--- src/rtl/rf_writeback_ctrl.sv ---
// rf_writeback_ctrl: merges ALU/load results into an in-order write FIFO, drains one register-file write per cycle, forwards pending data.
module rf_writeback_ctrl #(
  parameter int reg_addr_width = 5,
  parameter int reg_data_width = 32,
  parameter int fifo_depth = 4
) (
  input  logic                              clk,
  input  logic                              rst,
  input  logic                              alu_valid,
  input  logic [reg_addr_width-1:0]         alu_rd,
  input  logic [reg_data_width-1:0]         alu_data,
  input  logic                              ld_valid,
  output logic                              ld_ready,
  input  logic [reg_addr_width-1:0]         ld_rd,
  input  logic [reg_data_width-1:0]         ld_data,
  input  logic                              wb_hold,
  output logic [reg_addr_width-1:0]         wr_addr,
  output logic [reg_data_width-1:0]         wr_data,
  output logic                              write_back_en,
  input  logic [reg_addr_width-1:0]         q_addr1,
  input  logic [reg_addr_width-1:0]         q_addr2,
  output logic                              fwd_hit1,
  output logic                              fwd_hit2,
  output logic [reg_data_width-1:0]         fwd_data1,
  output logic [reg_data_width-1:0]         fwd_data2,
  output logic                              fifo_empty,
  output logic                              fifo_full,
  output logic [$clog2(fifo_depth):0]       count,
  output logic                              overflow_err
);
  localparam int pw = $clog2(fifo_depth);
  localparam int cw = pw + 1;
  logic [reg_addr_width-1:0] addr_mem [fifo_depth];
  logic [reg_data_width-1:0] data_mem [fifo_depth];
  logic [pw-1:0] head, tail;
  logic [reg_addr_width-1:0] in_rd;
  logic [reg_data_width-1:0] in_data;
  logic push, pop;
  logic [reg_addr_width-1:0] q [2];
  logic hit [2];
  logic [reg_data_width-1:0] fd [2];
  assign fifo_empty = count == '0;
  assign fifo_full = count == cw'(fifo_depth);
  assign ld_ready = !alu_valid && !fifo_full;
  assign in_rd = alu_valid ? alu_rd : ld_rd;
  assign in_data = alu_valid ? alu_data : ld_data;
  // x0 writes complete their handshake but never occupy an entry
  assign push = (alu_valid || (ld_valid && ld_ready)) && !fifo_full && in_rd != '0;
  assign pop = !fifo_empty && !wb_hold;
  always_ff @(posedge clk or posedge rst)
    if (rst) begin
      count <= '0;
      head <= '0;
      tail <= '0;
      wr_addr <= '0;
      wr_data <= '0;
      write_back_en <= 1'b0;
      overflow_err <= 1'b0;
    end else begin
      count <= count + cw'(push) - cw'(pop);
      write_back_en <= pop;
      if (push) tail <= tail + 1'b1;
      if (pop) begin
        head <= head + 1'b1;
        wr_addr <= addr_mem[head];
        wr_data <= data_mem[head];
      end
      if (alu_valid && fifo_full) overflow_err <= 1'b1;
    end
  always_ff @(posedge clk)
    if (push) begin
      addr_mem[tail] <= in_rd;
      data_mem[tail] <= in_data;
    end
  assign q[0] = q_addr1;
  assign q[1] = q_addr2;
  // scan oldest to newest so the youngest match wins; output register is older than any entry
  always_comb
    for (int p = 0; p < 2; p++) begin
      hit[p] = write_back_en && wr_addr == q[p];
      fd[p] = hit[p] ? wr_data : '0;
      for (int k = 0; k < fifo_depth; k++) begin
        logic [pw-1:0] idx;
        idx = head + pw'(k);
        if (cw'(k) < count && addr_mem[idx] == q[p]) begin
          hit[p] = 1'b1;
          fd[p] = data_mem[idx];
        end
      end
      if (q[p] == '0) begin
        hit[p] = 1'b0;
        fd[p] = '0;
      end
    end
  assign fwd_hit1 = hit[0];
  assign fwd_hit2 = hit[1];
  assign fwd_data1 = fd[0];
  assign fwd_data2 = fd[1];
endmodule
--- config.mk ---
export PLATFORM = sky130hd
export DESIGN_NAME = rf_writeback_ctrl
export DESIGN_NICKNAME = d
export VERILOG_FILES = /design/src/rtl/rf_writeback_ctrl.sv
export SDC_FILE = /design/constraint.sdc
export NUM_CORES = 1
export LEC_CHECK = 0
export ABC_AREA = 1
export CAP_MARGIN = 20
export CORE_AREA = 2 2 159 161
export DETAILED_ROUTE_END_ITERATION = 10
export DIE_AREA = 0 0 161 163
export HOLD_SLACK_MARGIN = 0.15
export PLACE_DENSITY = 0.86
export SLEW_MARGIN = 10
export SYNTH_ARGS = -nofsm -noshare
export SYNTH_HDL_FRONTEND = slang
export SYNTH_SLANG_ARGS = --single-unit
--- constraint.sdc ---
create_clock -name clk -period 7.4 [get_ports clk]
set_input_delay 1.85 -clock clk [delete_from_list [all_inputs] [get_ports clk]]
set_output_delay 1.85 -clock clk [all_outputs]
set_load 0.05 [all_outputs]
==> results of run 1 <==
==> cells in the mapped netlist <==
master / n / share of area
nand2_1: 722 / 0.18
o21ai_0: 277 / 0.095
nor2_1: 251 / 0.064
nand3_1: 180 / 0.061
edfxtp_1: 148 / 0.30
inv_1: 131 / 0.034
a21oi_1: 70 / 0.024
nand4_1: 69 / 0.029
buf_2: 62 / 0.021
clkbuf_1: 61 / 0.016
dfrtp_1: 46 / 0.079
o21ai_1: 40 / 0.014
or2_0: 27 / 0.012
buf_6: 15 / 0.012
xor2_1: 15 / 0.0090
nor2_2: 12 / 0.0051
buf_1: 10 / 0.0026
buf_4: 8 / 0.0041
ha_1: 8 / 0.0068
inv_2: 7 / 0.0018
or2_2: 5 / 0.0021
nand3_2: 4 / 0.0027
o21ai_2: 3 / 0.0018
o22ai_1: 3 / 0.0013
and2_1: 2 / 0.00085
clkbuf_2: 2 / 0.00068
mux2i_1: 2 / 0.0014
o21a_1: 2 / 0.0010
a211oi_2: 1 / 0.00085
a21boi_1: 1 / 0.00051
a21o_1: 1 / 0.00051
fa_1: 1 / 0.0014
inv_4: 1 / 0.00043
nand2_2: 1 / 0.00043
nand3_4: 1 / 0.0012
nand4_2: 1 / 0.00085
nor3_1: 1 / 0.00034
nor4_1: 1 / 0.00043
o221ai_1: 1 / 0.00060
xnor2_4: 1 / 0.0019
xor2_4: 1 / 0.0019
==> final timing paths <==
kind,start,endpoint,slack [ps],cells past startpoint
setup / recovery,q_addr2[1],fwd_data2[31],680,13
hold / removal,overflow_err,overflow_err,460,1
setup reg to reg,head[0],wr_data[20],4270,6
hold reg to reg,overflow_err,overflow_err,460,1
max in group asynchronous,rst,head[0],4870,3
min in group asynchronous,rst,wr_data[27],1960,3
==> placed cells by master (no fill, tap or decap), drive strengths merged, types with 3 or more instances in the layout <==
cell type,count
dfrtp,46
nand2,723
clkinv,6
inv,145
or2,32
nor2,263
o22ai,3
o21ai,320
edfxtp,148
nand4,70
a21oi,70
ha,8
clkdlybuf4s50,132
buf,106
nand3,185
clkbuf,19
xor2,16
==> metal layers <==
metal  track usage  up-vias  routed length, µm
li1              -     7429                  -
met1         0.466     7129              18200
met2         0.579     1148              21600
met3        0.0810      241               6030
met4         0.208        0               2470
met5             0        -                  0
==> registers in the layout, indices dropped and copies added (netlist names) <==
name	count
wr_data	32
wr_addr	5
addr_mem	20
overflow_err	1
count	3
data_mem	128
write_back_en	1
tail	2
head	2
==> metrics by stage <==
step | hold WS, ps | util | instance area [µm²]
2_1_floorplan | 557 | - | 14700
3_3_place_gp | 449 | 0.667 | 16500
3_5_place_dp | 446 | 0.668 | 16500
4_1_cts | 469 | 0.691 | 17000
5_1_grt | 480 | 0.691 | 17000
6_report | 465 | 0.691 | 17000
==> cells by family (layout without fill, tap and decap cells) <==
kind of cell,Yosys count,in the layout,share of synthesized area
fa+ha+maj,9,9,0.00820
mux,2,2,0.00137
simple gates,1277,1277,0.366
xor+xnor,17,17,0.0127
compound gates,399,399,0.139
flops,194,194,0.382
buf+inv,297,409,0.0914
==> final cells by class <==
cell class,instances,area (µm²),share of cell area
clock buffers,19,453,0.0266
repair buffers,238,2180,0.128
well taps,330,413,0.0242
clock inverters,13,116,0.00683
multi-input cells,1704,7760,0.455
inverters,139,526,0.0308
flip-flops and latches,194,5600,0.328
==> impl_metrics.toml, run 1 <==
[status]
outcome = "finished, final reports clean"

[setup_path]
crit_chain = "clkdlybuf4s50_1 > inv_1 > nand2_1 > o21ai_0 > nor2_1 > nand3_1 > buf_4 > nor2_1 > nand2_1 > nand3_1 > nand3_1 > a21oi_1 > buf_4"
crit_path_start_kind = "primary input"
crit_slowest_cell = "clkdlybuf4s50_1"
crit_buf_inv = 4
cpMostUsedCell = "nand3_1"
cp_max_fo = 11
cp_slowest_stage_delay_ps = 760
worst_ep_arrival_time_ps = 4870
crit_required_ps = 5550
critPathKind = "in2out"
cp-end-kind = "primary output"
crit_family = "buffers and inverters"

[clocking]
cts_resized = 0
postCtsHoldBufs = 0
cts_tree = "built"
clk_pin_slew_ps = 80
cts_post_setup_buffers_inserted = 0
cts_sinks = 194
numCtsBuffers = 17
cts-htree-levels = 4
clk_latency_ps = 450
cts_root_buf = "clkbuf_16"
clk_path_buf_depth = 2

[global_routing]
track_usage = 0.366
grt_pass1_vias = 14823
overflow = 0
grt_pass1_wl_mm = 75.5
grt_max_degree = 95
antenna_found_initial = 1

[synthesis]
ys_ff_latch = 194
netlist_instances = 2195
yosysWarningCount = 0
synth_nets = 2293
syn_area_per_cell_um2 = 6.68
synth-seq-area-share = 0.382
syn_area_mm2 = 0.0147
synth_cell_types = 41

[drt]
routed_via_density = 6.05
first_pass_iters = 8
drt_iter0_drc = 2242
totalWireLength_mm = 48.3
drtAntennaViolNets = 0
remaining_drc_errors = 0
num_vias = 15947
routedWlPerCell_um = 18.3

[floorplan]
dieArea_mm2 = 0.0262
die_h_um = 163
coreArea_mm2 = 0.0247
initial_core_util = 0.594
ios = 200
dieWidth_um = 161
rows = 58

[min_path]
hp-class = "reg2reg"

[timing]
clock_skew_ps = 17.6
setup_ws_ps = 679
slew_headroom = 0.382
slew_viol_final = 0
grt_setup_unrepaired = "false"
finalHoldViolCount = 0
fin_tns_setup_ps = 0
fmaxAchievable_mhz = 149
min_period_ps = 6720
finalSetupViolCount = 0
max_slew.worst_pin.slew_ps = 925
post-route-period-util = 0.908

[cells_and_area]
nFillCells = 2079
instances_no_fill = 2637
layout.nets = 2392
syn_to_final_growth_pct = 16.3
drive_above_1_share = 0.0798
n_antenna_cell = 0

[place]
place_ws_ps = 892
port_buffers = 199
hpwl_mm = 31.8
place_inst = 2605
gp_congestion = 0.942

[job]
cap_violations = 0
Power of run 1 is left out: the tool's default activity adds up to more than one toggle a clock period on the data nets, which glitch-free logic cannot reach.
==> inputs of run 2 (changes only) <==
--- a/config.mk
+++ b/config.mk
@@ -5,11 +5,10 @@
 export SDC_FILE = /design/constraint.sdc
 export NUM_CORES = 1
 export LEC_CHECK = 0
-export ABC_AREA = 1
 export CAP_MARGIN = 20
-export CORE_AREA = 2 2 159 161
+export CORE_AREA = 2 2 153 155
 export DETAILED_ROUTE_END_ITERATION = 10
-export DIE_AREA = 0 0 161 163
+export DIE_AREA = 0 0 155 157
 export HOLD_SLACK_MARGIN = 0.15
 export PLACE_DENSITY = 0.86
 export SLEW_MARGIN = 10
==> run 2 against run 1 <==
Via count shrank 29%. Global-route usage shrank 5.0 points. Register-to-register slack lost 270 ps. Synthesized cell count shrank 40%. Sequential cell count is the same. Cell count shrank 34%. First-iteration DRC count shrank 43%. Wire length shrank 21%. Maximum frequency shrank 1.7%. Clock-buffer cell count shrank 1. Clock skew shrank 7.6 ps. Synthesized area shrank 8.9%. Critical path type unchanged. Critical endpoint is now fwd_data2[30].
==> impl_metrics.toml, run 2 <==
[timing]
setup_ws_ps = 565
max_slew.worst_pin.slew_ps = 1110
finalHoldViolCount = 0
grt_setup_unrepaired = "false"
fmaxAchievable_mhz = 146
clock_skew_ps = 10.0
slew_viol_final = 0
post-route-period-util = 0.924
finalSetupViolCount = 0
min_period_ps = 6840
fin_tns_setup_ps = 0
slew_headroom = 0.257

[cells_and_area]
final_common_cell = "nand2_1"
largest_reg_flops = 128
final_cell_mix = "179 x nand2_1, 148 x edfxtp_1, 143 x o21ai_0, 132 x clkdlybuf4s50_1, 106 x mux2_2"
drive_above_1_share = 0.197
nFillCells = 1606
reg.largest.list = "data_mem (128), wr_data (32), addr_mem (20)"
max_flop_register = "data_mem"
layout.nets = 1551
syn_to_final_growth_pct = 20.1
n_antenna_cell = 0

[pwr]
power.leakage_nw = 6.21
powerDensity_mw_per_mm2 = 488
vdd.ir_drop.worst_mv = 0.305

[setup_path]
reg2reg_to = "count[2]"
cp_slowest_stage_delay_ps = 930
r2r-start = "count[0]"
critPathKind = "in2out"
crit_buf_inv = 3
cpMostUsedCell = "buf_12"
crit_slowest_cell = "or4b_2"
cp-end-kind = "primary output"
crit_family = "simple AND/OR/NAND/NOR gates"
crit_chain = "clkdlybuf4s50_1 > xor2_1 > nor2_1 > nor4b_2 > or4b_2 > buf_12 > o2111ai_1 > buf_12"
crit_path_start_kind = "primary input"
crit_required_ps = 5550
worst_ep_arrival_time_ps = 4990
worst-r2r-setup-slack_ps = 4000
cp_max_fo = 19
reg2reg_depth = 10

[synthesis]
synthMuxAreaShare = 0.187
synth.most_common_cell = "nand2_1"
synth-simple-area-share = 0.143
synth_cell_types = 52
synth-seq-area-share = 0.419
syn_area_mm2 = 0.0133
ys.flop_type = "edfxtp_1"
netlist_instances = 1322
synth_commonest_cells = "179 x nand2_1, 148 x edfxtp_1, 143 x o21ai_0"
ys_top_cells_by_area = "edfxtp_1 33%, mux2_2 8.9%, dfrtp_1 8.6%"
syn_area_per_cell_um2 = 10.1
synthAdderAreaFrac = 0.00900
synth-compound-area-share = 0.152
synth_nets = 1420
synth_top_area_frac = 0.333
synth_top_family_by_area = "multiplexers"
ys_ff_latch = 194
synthXorXnorAreaFrac = 0.0361
yosysWarningCount = 0
yosysTopAreaCell = "edfxtp_1"
synthArstFlopShare = 0.237
synth-edff-count = 148

[place]
gp_congestion = 0.904
place_ws_ps = 581
hpwl_mm = 24.7
port_buffers = 199

[clocking]
numCtsBuffers = 17
cts_root_buf = "clkbuf_16"
clk_latency_ps = 440
clk_path_buf_depth = 2
clk_pin_slew_ps = 70
cts_post_setup_buffers_inserted = 0
cts_sinks = 194
postCtsHoldBufs = 0
cts_tree = "built"
cts_resized = 0
cts-htree-levels = 4

[global_routing]
grt_pass1_vias = 11104
track_usage = 0.315
overflow = 0
grt_max_degree = 81
antenna_found_initial = 0
grt_pass1_wl_mm = 59.3

[floorplan]
die_h_um = 157
coreArea_mm2 = 0.0225
ios = 200
initial_core_util = 0.593
dieArea_mm2 = 0.0243
dieWidth_um = 155
rows = 55

[drt]
totalWireLength_mm = 38.3
routed_via_density = 6.49
routedWlPerCell_um = 21.9
num_vias = 11356
drtAntennaViolNets = 0
first_pass_iters = 5
drt_iter0_drc = 1267
remaining_drc_errors = 0

[status]
outcome = "finished, final reports clean"

[min_path]
hold_depth = 1
hp-class = "reg2reg"
hold_end = "overflow_err"
hold_path.startpoint = "overflow_err"

[job]
cap_violations = 0
## run 2: worst max path at each step
stage          slack, ps  startpoint  depth (start not counted)            end
2_1_floorplan       1020  q_addr1[1]                          9  fwd_data1[24]
3_3_place_gp         600  q_addr2[0]                          8  fwd_data2[30]
3_5_place_dp         580  q_addr2[1]                          8  fwd_data2[30]
4_1_cts              590  q_addr2[1]                          8  fwd_data2[30]
5_1_grt              470  q_addr2[1]                          8   fwd_data2[5]
6_report             560  q_addr2[1]                          8  fwd_data2[30]
## run 2: cell families after synthesis
kind of cell,Yosys count
flip-flops,194
AND/OR/NAND/NOR,406
AO/OA/AOI/OAI,290
multiplexers,209
adder cells (fa/ha/maj),9
buffers and inverters,159
XOR/XNOR,55
## run 2: where the power goes
part	total, mW	leakage (nW)	internal [mW]	switching [mW]
clock	0.918	0.286	0.477	0.441
combinational	4.94	4.01	1.78	3.16
sequential	1.96	1.92	1.59	0.375
## run 2: stage by stage
step	std cells	area [µm²]	utilization	hold WS, ps	power [mW]
2_1_floorplan	1322	13300	-	580	5.42
3_3_place_gp	1716	15400	0.683	439	6.67
3_5_place_dp	1716	15400	0.683	443	6.81
4_1_cts	1748	15900	0.709	460	7.73
5_1_grt	1751	16000	0.712	492	8.23
6_report	1751	16000	0.712	458	7.82
## run 2: layout make-up
cell class              count  area, µm²  share of cell area
well taps                 285        357              0.0222
clock inverters            14        153             0.00952
repair buffers            226       2220               0.139
multi-input cells         969       7100               0.443
clock buffers              18        429              0.0268
inverters                  45        171              0.0107
flip-flops and latches    194       5600               0.349
## run 2: worst register-to-register path, cell delays in order (launching register included)
cell and delay [ps]:
dfrtp_1 460, nor3_1 260, or2_2 150, buf_4 610, clkinv_1 560, ha_1 430
inv_1 50, ha_1 130, inv_1 50, fa_1 420, xor2_1 170
## run 2: metal layers
layer / track usage / vias up / share of wire
met3: 0.0534 / 128 / 0.099
met5: 0 / - / 0
met1: 0.403 / 5393 / 0.38
met4: 0.140 / 0 / 0.035
met2: 0.531 / 701 / 0.48
li1: - / 5134 / -
Note: power is estimated with default switching activity, not from simulation.
==> inputs of run 3 (changes only) <==
--- a/config.mk
+++ b/config.mk
@@ -11,6 +11,8 @@
 export DIE_AREA = 0 0 155 157
 export HOLD_SLACK_MARGIN = 0.15
 export PLACE_DENSITY = 0.86
+export REMOVE_ABC_BUFFERS = 1
+export SKIP_CTS_REPAIR_TIMING = 1
 export SLEW_MARGIN = 10
 export SYNTH_ARGS = -nofsm -noshare
 export SYNTH_HDL_FRONTEND = slang
==> run 3 against run 2 <==
Clock power shrank 4.4%. Worst setup slack gained 41 ps. Non-clock buffer count grew 2. Via count shrank 0.76%. First-iteration DRC count shrank 9.8%. Register-to-register slack gained 40 ps. Critical path depth grew 2. Utilization grew 0.91 points. Clock-buffer cell count shrank 1. Global-route usage shrank 1.0 points. Die area is the same. Sequential cell count is the same. Largest cell class unchanged.
==> impl_metrics.toml, run 3 (synthesis gave the netlist of run 2 again) <==
[status]
outcome = "finished, final reports clean"

[floorplan]
rows = 55
initial_core_util = 0.593
ios = 200
coreArea_mm2 = 0.0225
dieArea_mm2 = 0.0243
dieWidth_um = 155
die_h_um = 157

[cells_and_area]
final_cell_mix = "179 x nand2_1, 148 x edfxtp_1, 143 x o21ai_0, 132 x clkdlybuf4s50_1, 106 x mux2_2"
syn_to_final_growth_pct = 21.7
layout.nets = 1553
drive_above_1_share = 0.198
largest_reg_flops = 128
final_util = 0.721
n_antenna_cell = 0
reg.largest.list = "data_mem (128), wr_data (32), addr_mem (20)"
final_common_cell = "nand2_1"
design_area_mm2 = 0.0162
max_flop_register = "data_mem"

[setup_path]
crit_slowest_cell = "a21oi_4"
crit_required_ps = 5550
worst_ep_arrival_time_ps = 4940
crit_chain = "clkdlybuf4s50_1 > xor2_1 > nor4_1 > nand3_1 > a21oi_4 > buf_4 > a221o_1 > nand3_1 > o221ai_2 > buf_4"
crit_family = "buffers and inverters"
cp-end-kind = "primary output"
crit_buf_inv = 3
crit_path_start_kind = "primary input"
critPathKind = "in2out"
cp_slowest_stage_delay_ps = 650
cp_max_fo = 17

[pwr]
clkPwrFrac = 0.111
power_mw = 7.90
powerDensity_mw_per_mm2 = 487
vdd.ir_drop.worst_mv = 0.388
comb_power_share = 0.640
p_int_mw = 3.92
power_switching_share = 0.503
seq_power_share = 0.249
p_switching_mw = 3.97
power.leakage_nw = 6.25

[timing]
grt_setup_unrepaired = "false"
holdWs_ps = 476
fmaxAchievable_mhz = 147
slew_viol_final = 0
post-route-period-util = 0.918
min_period_ps = 6790
finalHoldViolCount = 0
clock_skew_ps = 11.0
max_slew.worst_pin.slew_ps = 1040
finalSetupViolCount = 0
slew_headroom = 0.309

[drt]
totalWireLength_mm = 37.1
remaining_drc_errors = 0
drtAntennaViolNets = 0
routedWlPerCell_um = 21.1
drt_iter0_drc = 1143
routed_via_density = 6.43
first_pass_iters = 5
num_vias = 11270

[global_routing]
grt_max_degree = 100
antenna_found_initial = 0
grt_pass1_wl_mm = 57.8
overflow = 0
grt_pass1_vias = 11048
track_usage = 0.305

[clocking]
cts_sinks = 194
clk_pin_slew_ps = 80
clk_latency_ps = 440
clk_path_buf_depth = 2
numCtsBuffers = 17
cts-htree-levels = 4
cts_root_buf = "clkbuf_16"
cts_tree = "built"

[place]
hpwl_mm = 24.5
port_buffers = 199
place_area_mm2 = 0.0156
gp_congestion = 0.913

[min_path]
hp-class = "reg2reg"

[job]
cap_violations = 0
[run 3: changes by cell type in the layout (fill, tap and decap cells not counted), sizes merged]
| cell | before | now |
|---|---|---|
| clkinv | 10 | 8 |
| buf | 94 | 96 |
| bufinv | 1 | 0 |
| clkbuf | 18 | 17 |
| inv | 48 | 52 |
[run 3: power by group through the flow]
stage                     Combinational [mW]  Clock, mW  Sequential (mW)
after floorplan                         3.07          0             2.39
after global placement                  4.84          0             1.95
after detailed placement                4.95          0             1.99
after CTS                               4.98      0.886             1.96
after global routing                    5.36      0.935             2.02
final                                   5.06      0.878             1.96
[run 3: path summary, 6_finish.rpt]
kind	to	startpoint	slack [ps]	depth (start not counted)
setup / recovery	fwd_data1[25]	q_addr1[4]	610	10
hold / removal	overflow_err	overflow_err	480	1
setup reg to reg	count[2]	count[2]	4040	10
hold reg to reg	overflow_err	overflow_err	480	1
max in group asynchronous	head[1]	rst	4920	3
min in group asynchronous	wr_data[29]	rst	1930	3
[run 3: layout make-up]
cell class | instances | area (µm²)
Multi-Input combinational cell | 969 | 7100
Fill cell | 1536 | 6270
Sequential cell | 194 | 5600
Timing Repair Buffer | 228 | 2460
Clock buffer | 17 | 425
Tap cell | 285 | 357
Inverter | 45 | 171
Clock inverter | 15 | 123
[run 3: stage by stage]
step | TNS [ps] | worst slack, ps | instances
after global routing | 0 | 443 | 1753
after global placement | 0 | 739 | 1718
after detailed placement | 0 | 687 | 1719
after floorplan | -208920 | -4470 | 1208
after CTS | 0 | 657 | 1751
final | 0 | 606 | 1753
[run 3: routing by layer]
layer / global-route usage / vias up / wire [µm]
met4: 0.116 / 0 / 1210
met1: 0.394 / 5349 / 14400
met3: 0.0683 / 101 / 3840
li1: - / 5130 / -
met5: 0 / - / 0
met2: 0.505 / 690 / 17600
